==> config.mk <==
export PLATFORM = sky130hd
export DESIGN_NAME = ct_rr_merge
export DESIGN_NICKNAME = d
export VERILOG_FILES = /design/src/rtl/ct_merge_pkg.sv /design/src/rtl/ct_rr_arb.sv /design/src/rtl/ct_rr_merge.sv
export SDC_FILE = /design/constraint.sdc
export NUM_CORES = 1
export LEC_CHECK = 0
export CORE_MARGIN = 8
export CORE_UTILIZATION = 35
export CTS_BUF_LIST = sky130_fd_sc_hd__clkbuf_16
export DETAILED_ROUTE_END_ITERATION = 7
export GPL_TIMING_DRIVEN = 0
export PLACE_DENSITY = 0.82
export SLEW_MARGIN = 20
export SYNTH_ARGS = -nofsm -noshare
export SYNTH_HDL_FRONTEND = slang
export SYNTH_SLANG_ARGS = --single-unit
export TNS_END_PERCENT = 20
==> constraint.sdc <==
create_clock -name i_clk -period 2.65 [get_ports i_clk]
set_input_delay 0.265 -clock i_clk [delete_from_list [all_inputs] [get_ports i_clk]]
set_output_delay 0.265 -clock i_clk [all_outputs]
set_load 0.03 [all_outputs]
==> src/rtl/ct_merge_pkg.sv <==
// Shared types and the round-robin pick helper for the ct merge/arbiter blocks.
// Latency: n/a (types and a pure combinational function).
// Backpressure: n/a.
package ct_merge_pkg;

    typedef enum logic {
        ST_IDLE   = 1'b0,
        ST_LOCKED = 1'b1
    } merge_state_t;

    // Widest requester count the pick helper handles; callers zero-extend.
    localparam int MAX_NI = 32;
    localparam int IDX_W  = 5;
    localparam int DBL_W  = 6;

    typedef struct packed {
        logic             found;
        logic [IDX_W-1:0] index;
    } rr_pick_t;

    // Round-robin pick: first set bit of valid[n-1:0] searching last+1,
    // last+2, ... modulo n. The request vector is laid out twice
    // back to back so the wrap is a plain window of a wider vector
    // (positions last+1 .. last+n) instead of a modulo.
    function automatic rr_pick_t rr_pick(
        input logic [MAX_NI-1:0] valid,
        input logic [IDX_W-1:0]  last,
        input int                n
    );
        rr_pick_t             r;
        logic [2*MAX_NI-1:0]  dbl;
        logic [DBL_W-1:0]     hi;
        int                   lo_bound;
        int                   hi_bound;

        r   = '0;
        dbl = '0;
        for (int i = 0; i < MAX_NI; i++) begin
            if (i < n) begin
                hi                = DBL_W'(i + n);
                dbl[i[DBL_W-1:0]] = valid[i[IDX_W-1:0]];
                dbl[hi]           = valid[i[IDX_W-1:0]];
            end
        end

        lo_bound = int'(last) + 1;
        hi_bound = int'(last) + n;
        // Scan downward so the lowest position in the window wins.
        for (int j = 2*MAX_NI-1; j >= 1; j--) begin
            if (j >= lo_bound && j <= hi_bound && dbl[j[DBL_W-1:0]]) begin
                r.found = 1'b1;
                r.index = (j >= n) ? IDX_W'(j - n) : IDX_W'(j);
            end
        end
        return r;
    endfunction

endpackage

==> src/rtl/ct_rr_arb.sv <==
// Combinational round-robin arbiter: picks the next requester after i_last.
// Latency: 0 cycles (pure combinational).
// Backpressure: none; the caller gates the grant with its own enable.
module ct_rr_arb
    import ct_merge_pkg::*;
#(
    parameter int NI    = 2,
    parameter int SRC_W = $clog2(NI)
) (
    input  logic [NI-1:0]    i_valid,
    input  logic [SRC_W-1:0] i_last,
    output logic             o_grant_valid,
    output logic [SRC_W-1:0] o_grant_idx
);

    logic [MAX_NI-1:0] valid_ext;
    logic [IDX_W-1:0]  last_ext;
    rr_pick_t          pick;

    // Widen the inputs to the helper's fixed width and narrow the result back.
    always_comb begin
        valid_ext           = '0;
        valid_ext[NI-1:0]   = i_valid;
        last_ext            = '0;
        last_ext[SRC_W-1:0] = i_last;
        pick                = rr_pick(valid_ext, last_ext, NI);
        o_grant_valid       = pick.found;
        o_grant_idx         = SRC_W'(pick.index);
    end

endmodule

==> src/rtl/ct_rr_merge.sv <==
// Packet-aware round-robin merge of NI valid/ready streams onto one link.
// Latency: 1 cycle from accept to o_valid (single registered output stage).
// Backpressure: no skid; all o_ready drop while o_valid=1 and i_ready=0.
module ct_rr_merge
    import ct_merge_pkg::*;
#(
    parameter int NI    = 2,
    parameter int WIDTH = 8,
    parameter int SRC_W = $clog2(NI)
) (
    input  logic                i_clk,
    input  logic                i_reset,
    input  logic [NI*WIDTH-1:0] i_data,
    input  logic [NI-1:0]       i_eop,
    input  logic [NI-1:0]       i_valid,
    output logic [NI-1:0]       o_ready,
    output logic [WIDTH-1:0]    o_data,
    output logic                o_eop,
    output logic [SRC_W-1:0]    o_src,
    output logic                o_valid,
    input  logic                i_ready
);

    merge_state_t     state;
    logic [SRC_W-1:0] held;
    logic [SRC_W-1:0] last;

    logic             arb_vld;
    logic [SRC_W-1:0] arb_idx;
    logic             grant_valid;
    logic [SRC_W-1:0] grant;
    logic             en;
    logic [NI-1:0]    rdy;
    logic             xfer;
    logic [WIDTH-1:0] beat_data;
    logic             beat_eop;

    // The output register can take a new beat when empty or being drained.
    assign en = !o_valid || i_ready;

    ct_rr_arb #(
        .NI    (NI),
        .SRC_W (SRC_W)
    ) u_arb (
        .i_valid       (i_valid),
        .i_last        (last),
        .o_grant_valid (arb_vld),
        .o_grant_idx   (arb_idx)
    );

    // Mid-packet the owner keeps the grant even if it has dropped valid.
    always_comb begin
        if (state == ST_LOCKED) begin
            grant_valid = 1'b1;
            grant       = held;
        end else begin
            grant_valid = arb_vld;
            grant       = arb_idx;
        end
    end

    // Steer the granted port's beat and raise only its ready.
    always_comb begin
        rdy       = '0;
        beat_data = '0;
        beat_eop  = 1'b0;
        for (int k = 0; k < NI; k++) begin
            if (grant == SRC_W'(k)) begin
                beat_data = i_data[k*WIDTH +: WIDTH];
                beat_eop  = i_eop[k];
                if (en && grant_valid && !i_reset) begin
                    rdy[k] = 1'b1;
                end
            end
        end
        xfer = |(i_valid & rdy);
    end

    assign o_ready = rdy;

    // Output stage: load on transfer, empty when enabled without one, else hold.
    always_ff @(posedge i_clk or posedge i_reset) begin
        if (i_reset) begin
            o_valid <= 1'b0;
            o_data  <= '0;
            o_eop   <= 1'b0;
            o_src   <= '0;
        end else if (en) begin
            o_valid <= xfer;
            if (xfer) begin
                o_data <= beat_data;
                o_eop  <= beat_eop;
                o_src  <= grant;
            end
        end
    end

    // Packet lock and fairness pointer; only a transfer moves them.
    always_ff @(posedge i_clk or posedge i_reset) begin
        if (i_reset) begin
            state <= ST_IDLE;
            held  <= '0;
            last  <= SRC_W'(NI - 1);
        end else if (xfer) begin
            if (beat_eop) begin
                state <= ST_IDLE;
                last  <= grant;
            end else begin
                state <= ST_LOCKED;
                held  <= grant;
            end
        end
    end

endmodule

==> Flow_metrics.wiki <==
{| class="wikitable"
! Metric !! Value
|-
| Ordered list of cells on the worst path || clkdlybuf4s50_1 > nor2b_1 > a22oi_1 > nor3_1 > clkdlybuf4s50_1
|-
| Timing-limited maximum frequency || 0.405 GHz
|-
| Root buffer cell || sky130_fd_sc_hd__clkbuf_16
|-
| Clock latency at the later pin of the worst-skew pair || 0.24 ns
|-
| Tcrit/Tclk final || 0.932
|-
| Final critical delay including setup and external delays || 2.47 ns
|-
| Final worst-path setup slack || 0.181 ns
|-
| Portion of the post-synthesis area used by sequential elements || 0.497
|-
| Crit path max-delay cell type || sky130_fd_sc_hd__clkdlybuf4s50_1
|-
| Total Neg Setup Slack || 0 ns
|-
| Overall via count from detail_route || 650
|-
| Seq cells post-synth || 14
|-
| Layout cells sized above 1 || 0.0935
|-
| Slew at the pin closest to its max-slew limit || 0.521 ns
|-
| Maximum number of pins on one net before global-route repair || 15
|-
| Congestion Overflow GR || 0
|-
| Fraction of power spent switching nets || 0.381
|-
| Launching point of the worst reg2reg path || held$_DFFE_PP0P_
|-
| Worst path buffer plus inverter count || 2
|-
| Final worst hold slack || 0.476 ns
|-
| Switching Power || 0.468 mW
|-
| Setup CP Type || in2out
|-
| Routed len/inst || 14.4 um
|-
| Worst setup timing slack at the placement stage || -0.184 ns
|-
| Placeable Area || 1940 um^2
|-
| Required time of the critical path || 2.38 ns
|-
| Result of the run || finished clean
|-
| Max-slew violation count || 0
|-
| Placement row count || 16
|-
| Setup skew after layout || 0.00321 ns
|-
| Clock tree from TritonCTS || built
|-
| Layout overhead on the synthesized area || 65.7%
|-
| Post-synthesis cell count || 68
|-
| Initial DRT Pass Iterations || 4
|-
| Post-Syn Nets || 91
|-
| Avg Vias per Cell || 4.85
|-
| Distinct cells, synth || 20
|-
| DIE AREA || 3710 um^2
|-
| Die width || 60.9 um
|-
| Initial antenna violation count || 0
|-
| Total power consumption of the routed design || 1.23 mW
|-
| Sort of element at the end of the critical path || output port
|-
| Critical path origin || i_valid[1]
|-
| Category of cells accounting for the largest share of critical-path delay || buffers and inverters
|-
| Max H-tree Level || 1
|-
| Clock-pin transition on the worst setup and hold timing paths || 0.05 ns
|-
| Routability cong. || 0.900
|-
| Chip height || 60.9 um
|-
| Starting density of the core || 0.364
|-
| Setup repair after global routing missed its margin || false
|-
| Final routed DRC violation total || 0
|-
| Logic gate share of total power || 0.476
|-
| Worst reg2reg path depth || 4
|-
| Diodes inserted || 0
|-
| Clock buffers created by TritonCTS || 3
|-
| Proportion of power drawn by the clock network || 0.231
|-
| Relative slew slack || 0.652
|-
| Final number of setup-violating endpoints || 0
|-
| Area of the mapped netlist || 707 um^2
|-
| Stages on the worst setup path || 5
|-
| Top-Level Pins || 36
|-
| Global-route wire length before repair || 3.20 mm
|-
| Highest net fanout along the worst path || 5
|-
| Worst Setup EP || o_ready[1]
|-
| Final count of hold timing violations || 0
|-
| Peak supply drop || 0.674 mV
|-
| Number of post-CTS setup repair buffers || 0
|-
| Total routing resource utilization after global routing || 0.113
|-
| Most common cell on crit path || sky130_fd_sc_hd__clkdlybuf4s50_1
|-
| Final antenna-violating net count || 0
|-
| Via count of the first global-routing pass || 763
|-
| Avg Cell Area, Syn || 10.4 um^2
|-
| Synth Warn # || 0
|-
| Power density cells || 1050 nW/um^2
|-
| Final #Nets || 131
|-
| Share of total power in sequential cells || 0.293
|-
| Iter 0 DRT Violations || 6
|-
| Hold WC Path Type || in2async
|-
| Input/output buffers || 35
|-
| Placed wire-length estimate || 1.49 mm
|-
| Worst stage delay on the critical path || 0.73 ns
|-
| Int Pwr || 0.761 mW
|-
| Cell leakage power || 0.509 nW
|-
| Reg-to-reg endpoint || o_data[2]$_DFFE_PP0P_
|-
| Max-cap viol count || 0
|-
| Max Buffers Root-to-Sink || 2
|-
| Critical Path Source Type || primary input
|-
| Clock net sink count || 14
|-
| Aggregate routed wire length || 1.93 mm
|-
| Arrival @ worst endpoint || 2.20 ns
|-
| Setup slack of the worst register-to-register path || 1.02 ns
|}
[area by class of cell]
type,instances,area [um^2]
buffer,3,20.0
fill,171,771
tap,27,33.8
multi-input combinational,48,327
clock inverter,1,3.75
inverter,3,11.3
sequential,14,352
clock buffer,3,75.1
timing repair buffer,35,349
[timing repair]
action / CTS / global route
hold endpoints to repair: 0 / 0
resized for setup: 2 / 0
hold buffers: 0 / 0
endpoints found under the setup margin: 1 / 0
[cells in the final DEF (no fill, tap or decap), types with 2 or more instances in the layout]
cell type,synthesis,routed
sky130_fd_sc_hd__inv_1,3,4
sky130_fd_sc_hd__a21oi_1,13,13
sky130_fd_sc_hd__nor2b_1,2,2
sky130_fd_sc_hd__nor2_1,10,10
sky130_fd_sc_hd__nor3_1,2,2
sky130_fd_sc_hd__clkbuf_16,0,3
sky130_fd_sc_hd__buf_4,1,2
sky130_fd_sc_hd__clkdlybuf4s50_1,0,34
sky130_fd_sc_hd__nand2_1,2,2
sky130_fd_sc_hd__mux2i_1,10,10
sky130_fd_sc_hd__dfrtp_1,13,13
[through the flow]
step                 util  area, um^2  cells
floorplan               -         707     68
global placement    0.562        1090    130
detailed placement  0.562        1090    130
CTS                 0.603        1170    134
global route        0.603        1170    134
finish              0.603        1170    134
[how the worst min path moves through the flow]
stage                          start                    end  slack (ns)  cells after the start
3_3_place_gp   o_data[6]$_DFFE_PP0P_  o_data[6]$_DFFE_PP0P_        0.50                      2
4_1_cts                      i_reset  o_data[1]$_DFFE_PP0P_        0.49                      2
5_1_grt                      i_reset  o_data[4]$_DFFE_PP0P_        0.53                      2
2_1_floorplan                i_reset       held$_DFFE_PP0P_        0.15                      1
3_5_place_dp       o_src$_DFFE_PP0P_      o_src$_DFFE_PP0P_        0.51                      2
6_report                     i_reset  o_data[1]$_DFFE_PP0P_        0.48                      2
[state kept, by name, indices dropped and copies added (netlist names)]
name / count
o_src: 1
o_eop: 1
held: 1
o_valid: 1
state: 1
last: 1
o_data: 8
[power by group through the flow]
| stage | registers (mW) | logic, mW | clock network [mW] |
|---|---|---|---|
| finish | 0.360 | 0.585 | 0.284 |
| global placement | 0.357 | 0.580 | 0 |
| floorplan | 0.506 | 0.195 | 0 |
| global route | 0.370 | 0.631 | 0.299 |
| CTS | 0.359 | 0.595 | 0.291 |
| detailed placement | 0.360 | 0.588 | 0 |
[metal layers]
layer,wire length [um],track usage,part of all wire
met1,785,0.118,0.41
met2,987,0.195,0.51
met3,154,0.0487,0.080
met4,8,0.0399,0.0041
met5,0,0,0
[cells by family (layout without fill, tap and decap cells)]
family	count (synthesis)	count (layout)	synth area share
AO/OA/AOI/OAI	18	18	0.181
AND/OR/NAND/NOR	19	19	0.124
buffers and inverters	6	45	0.0407
flip-flops	14	14	0.497
multiplexers	11	11	0.158
[synthesized netlist by cell type, drive strengths merged]
cell type	n	area (um^2)
a21oi	13	65.1
dfrtp	13	325
mux2i	10	100
nor2	10	37.5
buf	3	17.5
inv	3	11.3
nand2	2	7.51
nor2b	2	12.5
nor3	2	10.0
or2	2	12.5
a2111oi	1	27.5
a21bo	1	10.0
a22oi	1	7.51
dfstp	1	26.3
mux2	1	11.3
nor3b	1	7.51
o2bb2ai	1	8.76
o41ai	1	8.76
Power figures use the tool's default switching activity.
==> RTL change, RTL diff (config.mk and constraints unchanged) <==
Make the reset (`i_reset`) synchronous in 2 clocked blocks.
--- a/src/rtl/ct_rr_merge.sv
+++ b/src/rtl/ct_rr_merge.sv
@@ -79,7 +79,7 @@
     assign o_ready = rdy;
 
     // Output stage: load on transfer, empty when enabled without one, else hold.
-    always_ff @(posedge i_clk or posedge i_reset) begin
+    always_ff @(posedge i_clk) begin
         if (i_reset) begin
             o_valid <= 1'b0;
             o_data  <= '0;
@@ -96,7 +96,7 @@
     end
 
     // Packet lock and fairness pointer; only a transfer moves them.
-    always_ff @(posedge i_clk or posedge i_reset) begin
+    always_ff @(posedge i_clk) begin
         if (i_reset) begin
             state <= ST_IDLE;
             held  <= '0;
Check against the original RTL: differs if i_reset is asserted again (counterexample within 4 cycles, from zero or initial values and one cycle with i_reset high); with i_reset held inactive, the same outputs for 10 cycles.
==> RTL change against the original RTL <==
Setup slack improved by 0.011 ns. Area after synthesis decreased by 6.5%. Clock skew decreased by 0.0012 ns. Hold slack improved by 0.025 ns. First-iteration DRC count increased to 3.2 times the old value. Die area decreased by 4.8%. Register-to-register slack got worse by 0.07 ns. Sequential share of layout area decreased by 5.1 points. Final area decreased by 4.0%. Highest routed layer unchanged. Wire length increased by 4.1%. Count of clock-buffer cells in the layout unchanged. Sequential cell count unchanged.
Power is not compared: it rests on default switching activity, and its combinational part moved more than twofold at a synthesized area within 25%.
==> RTL change: results (changes against the original RTL) <==
metric	value	unit	change
largest net degree at the start of global routing	11		was 15
yosys warns	0		unchanged
Synth Area in Compound Gates	31.06	%	was 18.05%
Final HPWL DP	1450	um	was 1490 um
first-pass GRT wire length	3394	um	was 3201 um
GR Util met3	2.169	%	was 4.873%
Hold Path Class	flop to flop		was input port to asynchronous set/reset pin
GRT Util Overall	12.23	%	was 11.25%
GRT met1 Usage	14.15	%	was 11.83%
fraction of synthesized area in multiplexers	1.515	%	was 15.75%
syn_nets	103		was 91
post-place setup slack	-0.03515	ns	was -0.1844 ns
drt initial violations	19		was 6
min-delay src	o_src$_SDFFE_PP0P_		
FF-to-FF setup slack	0.95	ns	was 1.02 ns
Area contributors post-synth	dfxtp_1, nand2_1, a31oi_1		was dfrtp_1, mux2i_1, a21oi_1
R2R cell count	5		was 4
nets	143		was 131
Worst-Margin Slew	0.4980	ns	was 0.5210 ns
share of cells above drive strength 1	6.780	%	was 9.346%
gpl congestion	0.8860		was 0.9000
GR Layer Usage met2	20.34	%	was 19.46%
worst r2r src	state$_SDFFE_PP0P_		was held$_DFFE_PP0P_
Setup Skew	0.001990	ns	was 0.003213 ns
sequential area share after synthesis	42.42	%	was 49.73%
reg2reg end	o_eop$_SDFFE_PP0P_		was o_data[2]$_DFFE_PP0P_
post-DR wirelength/cell	14.08	um	was 14.43 um
routed length on met2	1031	um	was 987 um
commonest cells in the synthesized netlist	nand2_1, dfxtp_1, o21ai_1, a31oi_1, nor2_1		was a21oi_1, dfrtp_1, mux2i_1, nor2_1, inv_1
Main synth FF type	dfxtp_1		was dfrtp_1
static leakage	0.4499	nW	
count of cell types in the netlist	25		was 20
Vias per Instance	5.168		was 4.851
crit-path max FO	8		was 5
vias in the first global route	778		was 763
Routed met1 length	807	um	was 785 um
routed wl met3	121	um	was 154 um
worst hold slack	0.5004	ns	was 0.4756 ns
post-cts resize count	1		was 2
status	finished clean		unchanged
RTL change: cell types whose count changed after synthesis, moves of 2 or more:
cell and delta:
a21oi_1 -10, a31oi_1 +8, nor2_1 -6, nand2_1 +16
mux2i_1 -9, dfrtp_1 -13, dfxtp_1 +14, o21ai_1 +9
nand2b_1 +2
RTL change: metrics by stage:
| stage | instances | cell area [um2] |
|---|---|---|
| 2_1_floorplan | 80 | 660.6 |
| 3_3_place_gp | 140 | 1042 |
| 3_5_place_dp | 140 | 1042 |
| 4_1_cts | 143 | 1122 |
| 5_1_grt | 143 | 1125 |
| 6_report | 143 | 1125 |
RTL change: worst max-delay path: stages:
cell	delay [ns]
clkdlybuf4s50_1	0.57
or2_2	0.41
nor3_1	0.23
clkdlybuf4s50_1	0.71
RTL change: power breakdown:
part | switching [mW] | internal [mW] | leakage (nW) | total [mW]
clock network | 0.0837 | 0.197 | 0.0370 | 0.281
logic | 0.0896 | 0.0836 | 0.297 | 0.173
registers | 0.0106 | 0.229 | 0.116 | 0.239
total | 0.184 | 0.510 | 0.450 | 0.693
RTL change: how the worst max path moves through the flow:
| stage | cells past startpoint | slack (ns) | endpoint | from |
|---|---|---|---|---|
| after detailed placement | 5 | -0.04 | o_ready[1] | i_valid[0] |
| final | 4 | 0.19 | o_ready[0] | i_reset |
| after global placement | 5 | 0.02 | o_ready[1] | i_valid[0] |
| after CTS | 5 | 0.11 | o_ready[1] | i_valid[1] |
| after global routing | 4 | 0.07 | o_ready[0] | i_reset |
| after floorplan | 4 | 0.67 | o_src$_SDFFE_PP0P_ | o_valid$_SDFFE_PP0N_ |
RTL change: area by class of cell:
cell class,instances,area (um2)
clock buffer,3,75.07
fill,153,620.6
inverter,2,7.507
multi-input combinational,61,357.8
tap,25,31.28
sequential,14,280.3
buffer,3,20.02
timing repair buffer,35,352.8
